`src/rtl/multdiv_seq_ctrl_pkg.sv`:
```
// Shared constants and types for the iterative multiply/divide sequencer and datapath.
package multdiv_seq_ctrl_pkg;

  localparam int MULTDIV_ITERS = 32;
  localparam int MULTDIV_CW    = 5;

  typedef enum logic [1:0] {
    IDLE = 2'd0,
    RUN  = 2'd1,
    DONE = 2'd2
  } state_e;

  // Multiply wins when both start pulses arrive together.
  function automatic logic div_select(input logic mult, input logic div);
    return div & ~mult;
  endfunction

endpackage

```
`src/rtl/multdiv_seq_ctrl_if.sv`:
```
// Pipeline <-> sequencer handshake: start pulses in, strobes and status out.
interface multdiv_seq_ctrl_if
  import multdiv_seq_ctrl_pkg::*;
#(
  parameter int CW = MULTDIV_CW
);

  logic          ctrl_mult;
  logic          ctrl_div;
  logic          div_by_zero;
  logic          load;
  logic          step;
  logic          is_div;
  logic          first_step;
  logic          last_step;
  logic [CW-1:0] count;
  logic          busy;
  logic          data_ready;
  logic          exception;

  modport master (
    output ctrl_mult, ctrl_div, div_by_zero,
    input  load, step, is_div, first_step, last_step, count, busy, data_ready, exception
  );

  modport slave (
    input  ctrl_mult, ctrl_div, div_by_zero,
    output load, step, is_div, first_step, last_step, count, busy, data_ready, exception
  );

endinterface

```
`src/rtl/multdiv_seq_ctrl_iter_counter.sv`:
```
// Iteration counter: clear dominates enable, wraps to zero after the terminal count.
module multdiv_seq_ctrl_iter_counter
  import multdiv_seq_ctrl_pkg::*;
#(
  parameter int ITERS = MULTDIV_ITERS,
  parameter int CW    = MULTDIV_CW
) (
  input  logic          clock,
  input  logic          reset,
  input  logic          clear,
  input  logic          enable,
  output logic [CW-1:0] count,
  output logic          term
);

  localparam logic [CW-1:0] LAST = CW'(ITERS - 1);

  assign term = (count == LAST);

  // Explicit wrap keeps ITERS < 2**CW correct, not just the power-of-two case.
  always_ff @(posedge clock or negedge reset) begin
    if (!reset)      count <= '0;
    else if (clear)  count <= '0;
    else if (enable) count <= term ? '0 : count + CW'(1);
  end

endmodule

```
`src/rtl/multdiv_seq_ctrl.sv`:
```
// IDLE/RUN/DONE sequencer driving load/step strobes for the multdiv datapath.
module multdiv_seq_ctrl
  import multdiv_seq_ctrl_pkg::*;
#(
  parameter int ITERS = MULTDIV_ITERS,
  parameter int CW    = MULTDIV_CW
) (
  input  logic                clock,
  input  logic                reset,
  multdiv_seq_ctrl_if.slave   bus
);

  state_e        state_q, state_d;
  logic          start;
  logic          dbz_start;
  logic          is_div_q;
  logic          exc_q;
  logic          run;
  logic          term;
  logic [CW-1:0] count;

  assign start     = bus.ctrl_mult | bus.ctrl_div;
  assign dbz_start = div_select(bus.ctrl_mult, bus.ctrl_div) & bus.div_by_zero;
  assign run       = (state_q == RUN);

  multdiv_seq_ctrl_iter_counter #(
    .ITERS (ITERS),
    .CW    (CW)
  ) u_cnt (
    .clock  (clock),
    .reset  (reset),
    .clear  (start),
    .enable (run),
    .count  (count),
    .term   (term)
  );

  always_ff @(posedge clock or negedge reset) begin
    if (!reset) state_q <= IDLE;
    else        state_q <= state_d;
  end

  // A start in any state, including mid-RUN, restarts the sequence.
  always_comb begin
    state_d = state_q;
    unique case (state_q)
      IDLE:    state_d = IDLE;
      RUN:     if (term) state_d = DONE;
      DONE:    state_d = IDLE;
      default: state_d = IDLE;
    endcase
    if (start) state_d = dbz_start ? DONE : RUN;
  end

  // Exception is only ever set by a divide-by-zero start, which goes straight
  // to DONE; every other transition clears it, so it is 0 outside DONE.
  always_ff @(posedge clock or negedge reset) begin
    if (!reset) begin
      is_div_q <= 1'b0;
      exc_q    <= 1'b0;
    end else begin
      exc_q <= dbz_start;
      if (start) is_div_q <= div_select(bus.ctrl_mult, bus.ctrl_div);
    end
  end

  assign bus.load       = start & reset;
  assign bus.step       = run;
  assign bus.busy       = run;
  assign bus.first_step = run & (count == '0);
  assign bus.last_step  = run & term;
  assign bus.count      = count;
  assign bus.is_div     = is_div_q;
  assign bus.data_ready = (state_q == DONE);
  assign bus.exception  = exc_q;

  a_exc_qual: assert property (@(posedge clock) disable iff (!reset)
    bus.exception |-> bus.data_ready);
  a_step_busy: assert property (@(posedge clock) disable iff (!reset)
    bus.step |-> bus.busy);
  a_done_idle: assert property (@(posedge clock) disable iff (!reset)
    bus.data_ready |-> !bus.busy);

endmodule

```
`src/flat_wrapper.sv`:
```
// flat-port wrapper written by rule: the top's interface ports become plain ports
module multdiv_seq_ctrl_flat import multdiv_seq_ctrl_pkg::*;
#(
  parameter int ITERS = MULTDIV_ITERS,
  parameter int CW    = MULTDIV_CW
)
  (clock, reset, bus_ctrl_mult, bus_ctrl_div, bus_div_by_zero, bus_load, bus_step, bus_is_div, bus_first_step, bus_last_step, bus_count, bus_busy, bus_data_ready, bus_exception);
  multdiv_seq_ctrl_if #(.CW(CW)) bus_i ();
  input  logic clock;
  input  logic reset;
  input wire logic [$bits(bus_i.ctrl_mult)-1:0] bus_ctrl_mult;
  input wire logic [$bits(bus_i.ctrl_div)-1:0] bus_ctrl_div;
  input wire logic [$bits(bus_i.div_by_zero)-1:0] bus_div_by_zero;
  output wire logic [$bits(bus_i.load)-1:0] bus_load;
  output wire logic [$bits(bus_i.step)-1:0] bus_step;
  output wire logic [$bits(bus_i.is_div)-1:0] bus_is_div;
  output wire logic [$bits(bus_i.first_step)-1:0] bus_first_step;
  output wire logic [$bits(bus_i.last_step)-1:0] bus_last_step;
  output wire logic [$bits(bus_i.count)-1:0] bus_count;
  output wire logic [$bits(bus_i.busy)-1:0] bus_busy;
  output wire logic [$bits(bus_i.data_ready)-1:0] bus_data_ready;
  output wire logic [$bits(bus_i.exception)-1:0] bus_exception;
  assign bus_i.ctrl_mult = bus_ctrl_mult;
  assign bus_i.ctrl_div = bus_ctrl_div;
  assign bus_i.div_by_zero = bus_div_by_zero;
  assign bus_load = bus_i.load;
  assign bus_step = bus_i.step;
  assign bus_is_div = bus_i.is_div;
  assign bus_first_step = bus_i.first_step;
  assign bus_last_step = bus_i.last_step;
  assign bus_count = bus_i.count;
  assign bus_busy = bus_i.busy;
  assign bus_data_ready = bus_i.data_ready;
  assign bus_exception = bus_i.exception;
  multdiv_seq_ctrl #(.ITERS(ITERS), .CW(CW)) u_core (.clock(clock), .reset(reset), .bus(bus_i));
endmodule
```
`config.mk`:
```
export PLATFORM = sky130hd
export DESIGN_NAME = multdiv_seq_ctrl_flat
export DESIGN_NICKNAME = d
export VERILOG_FILES = /design/src/rtl/multdiv_seq_ctrl_pkg.sv /design/src/rtl/multdiv_seq_ctrl_if.sv /design/src/rtl/multdiv_seq_ctrl_iter_counter.sv /design/src/rtl/multdiv_seq_ctrl.sv /design/src/flat_wrapper.sv
export SDC_FILE = /design/constraint.sdc
export NUM_CORES = 1
export LEC_CHECK = 0
export CAP_MARGIN = 0
export CORE_MARGIN = 2
export CORE_UTILIZATION = 37
export DETAILED_ROUTE_END_ITERATION = 8
export PLACE_DENSITY = 0.71
export SLEW_MARGIN = 20
export SYNTH_ARGS = -nofsm -noshare
export SYNTH_HDL_FRONTEND = slang
export SYNTH_SLANG_ARGS = --single-unit
export TNS_END_PERCENT = 100
```
`constraint.sdc`:
```
create_clock -name clock -period 1.77 [get_ports clock]
set_clock_uncertainty 0.2 [all_clocks]
set_input_delay 0.177 -clock clock [delete_from_list [all_inputs] [get_ports clock]]
set_output_delay 0.177 -clock clock [all_outputs]
set_load 0.1 [all_outputs]
```
======== After elaboration in Yosys (flattened, before gate mapping) ========
Index checks and enable logic that the tools add are counted.
cells by class
  add/subtract/negate cells ............... 1
  eq/ne operators ......................... 4
  muxes and demuxes ....................... 7
  bitwise logic cells ..................... 7
  reduce and logical (&&, ||, !) cells .... 2
operators with widths
  kind                 number
  $mux 5               3
  $mux 2               4
  $add 5x1->5 const B  1
  $and 1x1->1          5
  $eq 5x5->1 const B   1
  $logic_not 5->1      1
  $ne 3x2->1 const B   1
  $eq 2x1->1 const B   1
  $eq 2x2->1 const B   1
  $reduce_bool 2->1    1
  $not 1->1            1
  $or 1x1->1           1
word-level totals
  word-level logic and storage cells ...... 25
  bits in registers ....................... 9
  input bits .............................. 5
  output and inout bits ................... 13

======== Longest topological paths before layout ========
  depth in word-level cells ............... 5
  mapped depth ............................ 6
  gate-level depth less buffers ........... 6

======== Cells and area by module ========
A second synthesis with hierarchy kept.
second synthesis, totals
  cell total of the unflattened synthesis .. 46
  area total of the unflattened synthesis .. 496.7 um2
modules (own cells, without submodules)
  module                         seq. area each (um2)  area each (um2)  cells each  times used
  multdiv_seq_ctrl_iter_counter  125.1                 294.0            26          1
  multdiv_seq_ctrl               100.1                 202.7            20          1

======== Least setup slack after synthesis ========
No wires, ideal clock.
  path kind ............................... reg-to-output
  start ................................... reg u_core.u_cnt.count[0]
  end ..................................... out bus_first_step
  required time ........................... 1.393 ns
  setup slack ............................. -1.744 ns
  data arrival time ....................... 3.137 ns
  stages on the path, launching flop included .. 5
  path buffers ............................ 0
  cell sequence ........................... dfrtp_1 -> inv_1 -> ha_1 -> nand2_1 -> nor3_1
on the way
  longest elaborated chain between the ends .. 2
RTL lines
  what                    line                                 RTL
  start, declared         multdiv_seq_ctrl_iter_counter.sv:12  output logic [CW-1:0] count,
  start signal, assigned  multdiv_seq_ctrl_iter_counter.sv:24  else if (enable) count <= term ? '0 : count + CW'(1);
  $logic_not 5->1         multdiv_seq_ctrl.sv:70               assign bus.first_step = run & (count == '0);
  $and 1x1->1             multdiv_seq_ctrl.sv:70
  end, declared           flat_wrapper.sv:17                   output wire logic [$bits(bus_i.first_step)-1:0] bus_first_step;
No other way between the ends.

======== Final worst setup path ========
  start ................................... reg u_core.u_cnt.count[0]
  end ..................................... out bus_last_step
on the way
  longest elaborated chain between the ends .. 2
RTL lines
  what           line                                 RTL
  $eq 5x5->1     multdiv_seq_ctrl_iter_counter.sv:18  assign term = (count == LAST);
  $and 1x1->1    multdiv_seq_ctrl.sv:71               assign bus.last_step = run & term;
  end, declared  flat_wrapper.sv:18                   output wire logic [$bits(bus_i.last_step)-1:0] bus_last_step;
No other way between the ends.

==> results.txt <==
Outcome - complete, but fails checks
Failing checks - negative setup slack
Mapped Area - 488.0 um2
Vias/cell - 4.929
Total global routing overflow - 0
CP startpoint - u_core.u_cnt.count[0]$_DFFE_PN0P_
Max cap viols - 0
Peak supply drop - 0.0005128 V
Worst-path clk slew - 70 ps
GRT Total Usage - 21.58%
Die area - 1625 um2
Mapped Nets - 61
Post-DP HPWL - 996.2 um
Gp weighted congestion - 0.8217
Cell family with most CP delay - flip-flops
Most frequent cells in the layout - 14 x buf_12, 11 x buf_4, 6 x nand2_1, 5 x nor2_1
Yosys warnings - 0
Final Hold Vio Count - 0
Vias in the first global route - 483
I/O pin count - 18
Die Wd - 40.32 um
FP Rows - 13
Layout area overhead - 104.9%
Crit-path cells - ha_4 -> and3_4 -> ha_4 -> buf_12 -> nand2_8 -> clkinvlp_4 -> buf_12
CTS tree - built
Setup CP Type - reg2out
FMAX - 482.3 MHz
Largest family of logic cells by synthesized area - simple AND/OR/NAND/NOR gates
Mux contribution to synthesized area - 0%
Worst rel slew slack - 84.93%
Worst-Skew Late Latency - 260 ps
CP Launch Type - register
R2R Path Start - u_core.u_cnt.count[0]$_DFFE_PN0P_
CTS Root Cell - clkbuf_4
Slowest cell on the critical path - dfrtp_4
Syn Area/Cell - 9.207 um2
Cell count along the critical path - 7
Final Max Slew Viols - 0
Most common cell after layout, fill and taps aside - buf_12
Yosys cell types - 24
Global-route wire length before repair - 2.263 mm
Final period util - 117.1%
#FFs+latches synth - 9
Setup slack after layout - -303.3 ps
Buf/Inv on CP - 3
CTS buffer count - 3
Fillers - 78
Worst-margin pin slew - 223.6 ps
Placed cell area - 942.2 um2
Synth Area in XOR/XNOR - 0%
Minimum clock period - 2073 ps
Initial DRC Count - 11
Diodes inserted - 0
WP data required - 1390 ps
R2r setup slk - -260 ps
H-tree lvl count - 1
Initial DRT Pass Iterations - 4
CTS max path bufs - 2
Routed Antenna Nets - 0
Die Y - 40.32 um
Largest net degree at the start of global routing - 12
Power Total - 619.9 uW
Routed vias - 483
Class of the worst hold path - in2async
Number of remaining DRC errors - 0
Core Footprint - 1269 um2
Clk sinks - 9
RSZ-0062 raised after global routing - true
Starting Density - 38.46%
Complex-gate fraction of the synthesized area - 12.82%
Share of cells above drive strength 1 - 59.04%
Leakage power - 0.4122 nW
Buffers on Ports - 17
Crit path max fanout - 2
Final setup viols - 5
Post-Synth Simple-Gate Area - 25.64%
Reg2reg end - u_core.u_cnt.count[2]$_DFFE_PN0P_
CP Capture Type - primary output
Fin nets - 92
Post-Layout Inst Area - 999.7 um2
R2r worst-path depth - 6
Cell Pwr Density - 620.1 nW/um2
Initial antenna violation count - 0
Routed WL - 1.385 mm
DR WL/cell - 14.13 um
Sequential-to-total area share from yosys stat - 46.15%
Synth Instances - 53
Adder-cell share of the synthesized area - 7.692%
Worst setup path end - bus_last_step
Critical Path AT - 1700 ps
CP max stage delay - 500 ps
Yosys cell counts:
cell type  instances  area, um2
nand2b_4           1      13.76
a21oi_1            5      25.02
nor2_1             5      18.77
dfrtp_1            9      225.2
or2_2              1      6.260
nand3_1            1      5.000
a31oi_1            1      6.260
clkbuf_1           1      3.750
ha_1               3      37.54
inv_1              4      15.01
and2_1             1      6.260
o21ai_0            2      10.01
nand2_1            8      30.03
o21bai_1           1      7.510
or4b_1             1      10.01
or3_2              1      7.510
and3_1             1      6.260
o22ai_1            1      6.260
or4_1              1      7.510
nor3_1             1      5.000
buf_6              1      11.26
a21o_1             1      7.510
and2b_2            1      8.760
buf_4              1      7.510
report_power, final:
part	total [mW]	switching, mW	internal, mW	leakage (nW)
Combinational	0.237	0.152	0.0851	0.287
Clock	0.162	0.0747	0.0869	0.0150
Sequential	0.221	0.00708	0.214	0.110
per-stage QoR:
stage | setup TNS, ps | cells | hold slack, ps | worst slack (ps) | utilization (%)
2_1_floorplan | -1381 | 53 | -318.6 | -309.5 | -
3_3_place_gp | -192.9 | 92 | 347.4 | -78.83 | 74.26
3_5_place_dp | -367.7 | 92 | 343.8 | -146.1 | 74.26
4_1_cts | -1140 | 97 | 69.47 | -306.5 | 77.91
5_1_grt | -1369 | 98 | 73.63 | -357.0 | 78.80
6_report | -1140 | 98 | 74.47 | -303.3 | 78.80
cells by family (layout without fill, tap and decap cells):
logic type                 after synthesis  in the layout
DFF                                      9              9
AOI/OAI and AO/OA                       11             11
and+or+nand+nor                         23             23
buffers and inverters                    7             37
adders and majority gates                3              3
state kept, by name, summed over array words and instances (netlist names):
signal / cells
u_core.u_cnt.count: 5
u_core.bus.is_div: 1
u_core.state_q: 2
u_core.bus.exception: 1
worst min-delay path by stage:
stage	cells past startpoint	from	slack [ps]	to
after floorplan	0	reset	-320	u_core.bus.exception$_DFF_PN0_
after global placement	2	reset	350	u_core.u_cnt.count[1]$_DFFE_PN0P_
after detailed placement	2	reset	340	u_core.u_cnt.count[1]$_DFFE_PN0P_
after CTS	2	reset	70	u_core.u_cnt.count[1]$_DFFE_PN0P_
after global routing	2	reset	70	u_core.u_cnt.count[1]$_DFFE_PN0P_
final	2	reset	70	u_core.u_cnt.count[4]$_DFFE_PN0P_
what timing repair did:
action / in CTS / in global routing
buffers inserted: 1 / 1
endpoints found under the setup margin: 5 / 5
hold buffers: 0 / 0
pin swaps: 3 / 1
hold endpoints to repair: 0 / 0
resized for setup: 2 / 1
cell type report:
cell class                      instances  area, um2  share of cell area [%]
Clock buffer                            4      26.28                   2.628
Inverter                                4      22.52                   2.253
Multi-Input combinational cell         37      292.8                   29.29
Tap cell                               15      18.77                   1.877
Sequential cell                         9      236.5                   23.65
Timing Repair Buffer                   29      402.9                   40.30
per-layer routing:
| metal | GRT usage [%] | wire [um] | up-vias |
|---|---|---|---|
| li1 | - | - | 241 |
| met1 | 29.31 | 616 | 228 |
| met2 | 35.89 | 717 | 14 |
| met3 | 3.333 | 51 | 0 |
| met4 | 5.000 | 0 | 0 |
| met5 | 0 | 0 | - |
No activity file was read; power rests on OpenSTA's default activity.
==> RTL change 1: new RTL, same settings <==
Set the package constant `MULTDIV_CW` to 6 (it was 5).
--- a/src/rtl/multdiv_seq_ctrl_pkg.sv
+++ b/src/rtl/multdiv_seq_ctrl_pkg.sv
@@ -3,5 +3,5 @@
 
   localparam int MULTDIV_ITERS = 32;
-  localparam int MULTDIV_CW    = 5;
+  localparam int MULTDIV_CW    = 6;
 
   typedef enum logic [1:0] {
Interface: changed (resized bus_count); port bits go from 18 to 19. No check against the original RTL was run, so the function may have changed too.
==> RTL change 1 against the unedited design <==
  * First-iteration DRC count up 91%
  * Global-route usage is 3.2 points lower
  * Register-to-register slack gained 0.40 ns
  * Routed wire length grew 5.3%
  * Critical path depth shrank 4
  * Worst setup slack better by 0.32 ns
  * Core utilization rose by 1.4 points
  * Count of clock-buffer cells in the layout did not move
  * Cell area grew 5.6%
  * Sequential cell count up 1
  * Total power grew 3.5%
  * Synthesized area is 7.4% higher
==> RTL change 1: results (changes against the unedited design) <==
status:
  status: "finished clean"
timing:
  tightest_slew_ns: 0.236  # +0.0123 ns
  clock.fmax_mhz: 570  # +18%
routing:
  dr.pass1.iters: 5  # +1
  wl_per_cell_um: 13.5  # -4.5%
  top_layer: "met4"
  met2_length_um: 769  # +7.3%
  drt_iter0_markers: 21  # +10
  num_vias: 564  # +17%
placed_design:
  place_ws_ns: 0.0712  # +0.217 ns
  routabilityCongestion: 0.855  # +4.0%
logic_synthesis:
  yosysSeqAreaShare: 0.477  # +0.0158
  ys_seq_elements: 10  # +1
  yosys.area_share.xor_xnor: 0.0167  # +0.0167
  synth_area_leaders: "dfrtp_1 48%, nand2_1 5.0%, ha_1 4.8%"
  yosysUniqueCellTypes: 27  # +13%
  yosys.area_share.adder: 0.0477  # -0.0292
  synth_compound_area_frac: 0.110  # -0.0184
  ys_top_cells_by_count: "10 x dfrtp_1, 7 x nand2_1, 6 x nor2_1"
clocking:
  post-cts-setup-buffers: 8  # +7
setup_path:
  r2r_cells: 5  # -1
  reg2reg_to: "u_core.u_cnt.count[4]"
  crit_start: "u_core.u_cnt.count[2]"
  setup.worst_path.end: "bus_first_step"
layout:
  sh_seq_area: 0.249  # +0.0123
  largest_reg_flops: 6  # +1
  fin_cells: 108  # +10%
  inverters_excl_clock: 5  # +1
  top_regs: "u_core.u_cnt.count (6), u_core.state_q (2)"
  nNonClkBuffers: 33  # +14%
  multi_input_gates: 41  # +11%
  layout-drive-gt1-share: 0.495  # -0.0957
global_route:
  use_met2: 0.325  # -0.0339
  grtUsageMet3: 0.0435  # +0.0101
power_and_ir_drop:
  p_int_w: 0.000410  # +6.3%
-- RTL change 1: power by group through the flow --
stage	clock network, W	registers [W]	logic, W
2_1_floorplan	0	0.000280	0.000105
3_3_place_gp	0	0.000250	0.000225
3_5_place_dp	0	0.000251	0.000227
4_1_cts	0.000169	0.000246	0.000228
5_1_grt	0.000181	0.000248	0.000240
6_report	0.000164	0.000248	0.000230
-- RTL change 1: critical path, cell delays in order (launching register included) --
cell	delay (ns)
dfrtp_2	0.45
nor4_4	0.28
and3_4	0.22
buf_12	0.17
-- RTL change 1: through the flow --
stage	cell area (um2)	utilization	TNS, ns	hold WS, ns
6_report	1060	0.802	0	0.0649
5_1_grt	1060	0.802	-0.0506	0.0826
4_1_cts	1030	0.780	0	0.0639
3_5_place_dp	932	0.708	0	0.340
3_3_place_gp	932	0.708	0	0.346
2_1_floorplan	572	-	-0.801	-0.319
==> RTL change 2: new RTL, config.mk and constraints unchanged <==
Made on the original files. Re-encode `state_e` (3 states) as one-hot, 3 bits wide.
--- a/src/rtl/multdiv_seq_ctrl_pkg.sv
+++ b/src/rtl/multdiv_seq_ctrl_pkg.sv
@@ -5,8 +5,8 @@
   localparam int MULTDIV_CW    = 5;
 
-  typedef enum logic [1:0] {
-    IDLE = 2'd0,
-    RUN  = 2'd1,
-    DONE = 2'd2
+  typedef enum logic [2:0] {
+    IDLE = 3'b001,
+    RUN  = 3'b010,
+    DONE = 3'b100
   } state_e;
 
Formal check against the unedited RTL: no difference found for any inputs over 10 cycles, from zero or initial values and one cycle with reset low; not proved beyond that.
==> RTL change 2 against the unedited design <==
  * The run still ends with setup timing left
  * Sequential cell count is 1 higher
  * Cell count up 6.1%
  * Synthesized cell count is 1.9% higher
  * Core utilization rose by 3.9 points
  * Count of clock-buffer cells in the layout unchanged
  * Critical path depth is 1 lower
  * Total power increased by 25%
  * Critical endpoint unchanged
  * Cell area increased by 7.6%
  * Worst setup slack improved by 0.055 ns
  * Synthesized area rose by 5.1%
  * Routed wire length is 7.3% higher
  * Sequential share of layout area up 0.76 points
  * Clock power up 31%
  * Highest routed layer is now met4
  * Via count grew 8.3%
==> RTL change 2: results (changes against the unedited design) <==
logic_synthesis:
  synth_compound_area_frac: 0.105  # -0.0233
  synth_area_leaders: "dfrtp_1 44%, ha_1 7.3%, dfstp_2 5.1%"
  yosysUniqueCellTypes: 25  # +4.2%
  syn_inst: 54  # +1.9%
  syn_nets: 62  # +1.6%
  yosys.area_share.adder: 0.0732  # -0.00375
  yosysSeqAreaShare: 0.490  # +0.0287
global_route:
  use_met2: 0.375  # +0.0161
  grt_pass1_wl_mm: 2.35  # +3.7%
  grtUsageMet3: 0.0978  # +0.0645
  grt_start_max_net_pins: 11  # -1
  grt.total_usage: 0.228  # +0.0121
  first_global_vias: 526  # +8.9%
  use_met1: 0.254  # -0.0390
layout:
  final-seq-area_um2: 263  # +11%
  top_regs: "u_core.u_cnt.count (5), u_core.state_q (3)"
  nNonClkBuffers: 34  # +17%
  finish.net_count: 98  # +6.5%
  multi_input_gates: 38  # +2.7%
  seq_cells: 10  # +1
  area_growth_pct: 110
  layout-drive-gt1-share: 0.607  # +0.0164
  buffer_area_frac: 0.408  # +0.00514
  inverters_excl_clock: 3  # -1
  clk_share: 0.0337  # +0.00744
  num-fill-cells: 71  # -9.0%
  fin_cells: 104  # +6.1%
  multi_input_area_um2: 304  # +3.8%
routing:
  dr.pass1.iters: 3  # -1
  num_vias: 523  # +8.3%
  drt_iter0_markers: 1  # -10
  drt_wl_total_mm: 1.49  # +7.3%
placed_design:
  routabilityCongestion: 0.712  # -13%
  placed_cells: 96  # +4.3%
  dp_hpwl_mm: 1.08  # +8.3%
  dpl_cell_area_um2: 971  # +3.1%
  place_ws_ns: -0.126  # +0.0199 ns
power_and_ir_drop:
  power_leakage_nw: 0.460  # +12%
  p_int_w: 0.000490  # +27%
status:
  status: "finished with violations"
  violations: "setup timing"
setup_path:
  cp.arrival_ns: 1.64  # -0.06 ns
clocking:
  cts.path.max_buffers: 2  # unchanged
  clk_latency_ns: 0.27
timing:
  maxSlewHeadroom: 0.843  # -0.00607
  postLayoutSetupSlackWorst_ns: -0.248  # +0.0551 ns
  finalSetupTns_ns: -1.20  # -0.0588 ns
  setup_viol: 7  # +2
## RTL change 2: what timing repair did
item	in CTS	in global routing
pin swaps	9	3
gates resized for setup	6	4
setup endpoints to repair	7	7
setup buffers	4	0
## RTL change 2: path summary, 6_finish.rpt
kind,startpoint,to,slack [ns],cells past startpoint
setup / recovery,u_core.u_cnt.count[0],bus_last_step,-0.25,6
hold / removal,reset,u_core.bus.is_div,0.02,2
setup reg to reg,u_core.u_cnt.count[0],u_core.u_cnt.count[2],-0.20,6
hold reg to reg,u_core.bus.is_div,u_core.bus.is_div,0.37,2
max in group asynchronous,reset,u_core.state_q[0],1.13,2
min in group clock,bus_ctrl_mult,u_core.bus.is_div,0.32,2
## RTL change 2: power by group through the flow
| stage | registers, W | logic, W | clock network (W) |
|---|---|---|---|
| 2_1_floorplan | 0.000286 | 0.000135 | 0 |
| 3_3_place_gp | 0.000250 | 0.000284 | 0 |
| 3_5_place_dp | 0.000250 | 0.000287 | 0 |
| 4_1_cts | 0.000246 | 0.000310 | 0.000220 |
| 5_1_grt | 0.000246 | 0.000328 | 0.000233 |
| 6_report | 0.000246 | 0.000315 | 0.000213 |
## RTL change 2: cell families (layout without fill, tap and decap cells)
| family | count (synthesis) | after routing |
|---|---|---|
| compound gates | 10 | 10 |
| fa+ha+maj | 3 | 3 |
| buf+inv | 6 | 41 |
| flops | 10 | 10 |
| simple gates | 25 | 25 |
## RTL change 2: worst max-delay path: cells and delay by family (launching register included)
| family | cells | cell delay, ns |
|---|---|---|
| adder cells (fa/ha/maj) | 2 | 0.32 |
| buffers and inverters | 2 | 0.27 |
| flip-flops | 1 | 0.49 |
| AND/OR/NAND/NOR | 2 | 0.29 |
## RTL change 2: metal layers
metal  up-vias  share of wire
met5         -              0
met4         0          0.010
met3         2          0.038
met2         9           0.53
met1       260           0.42
li1        252              -
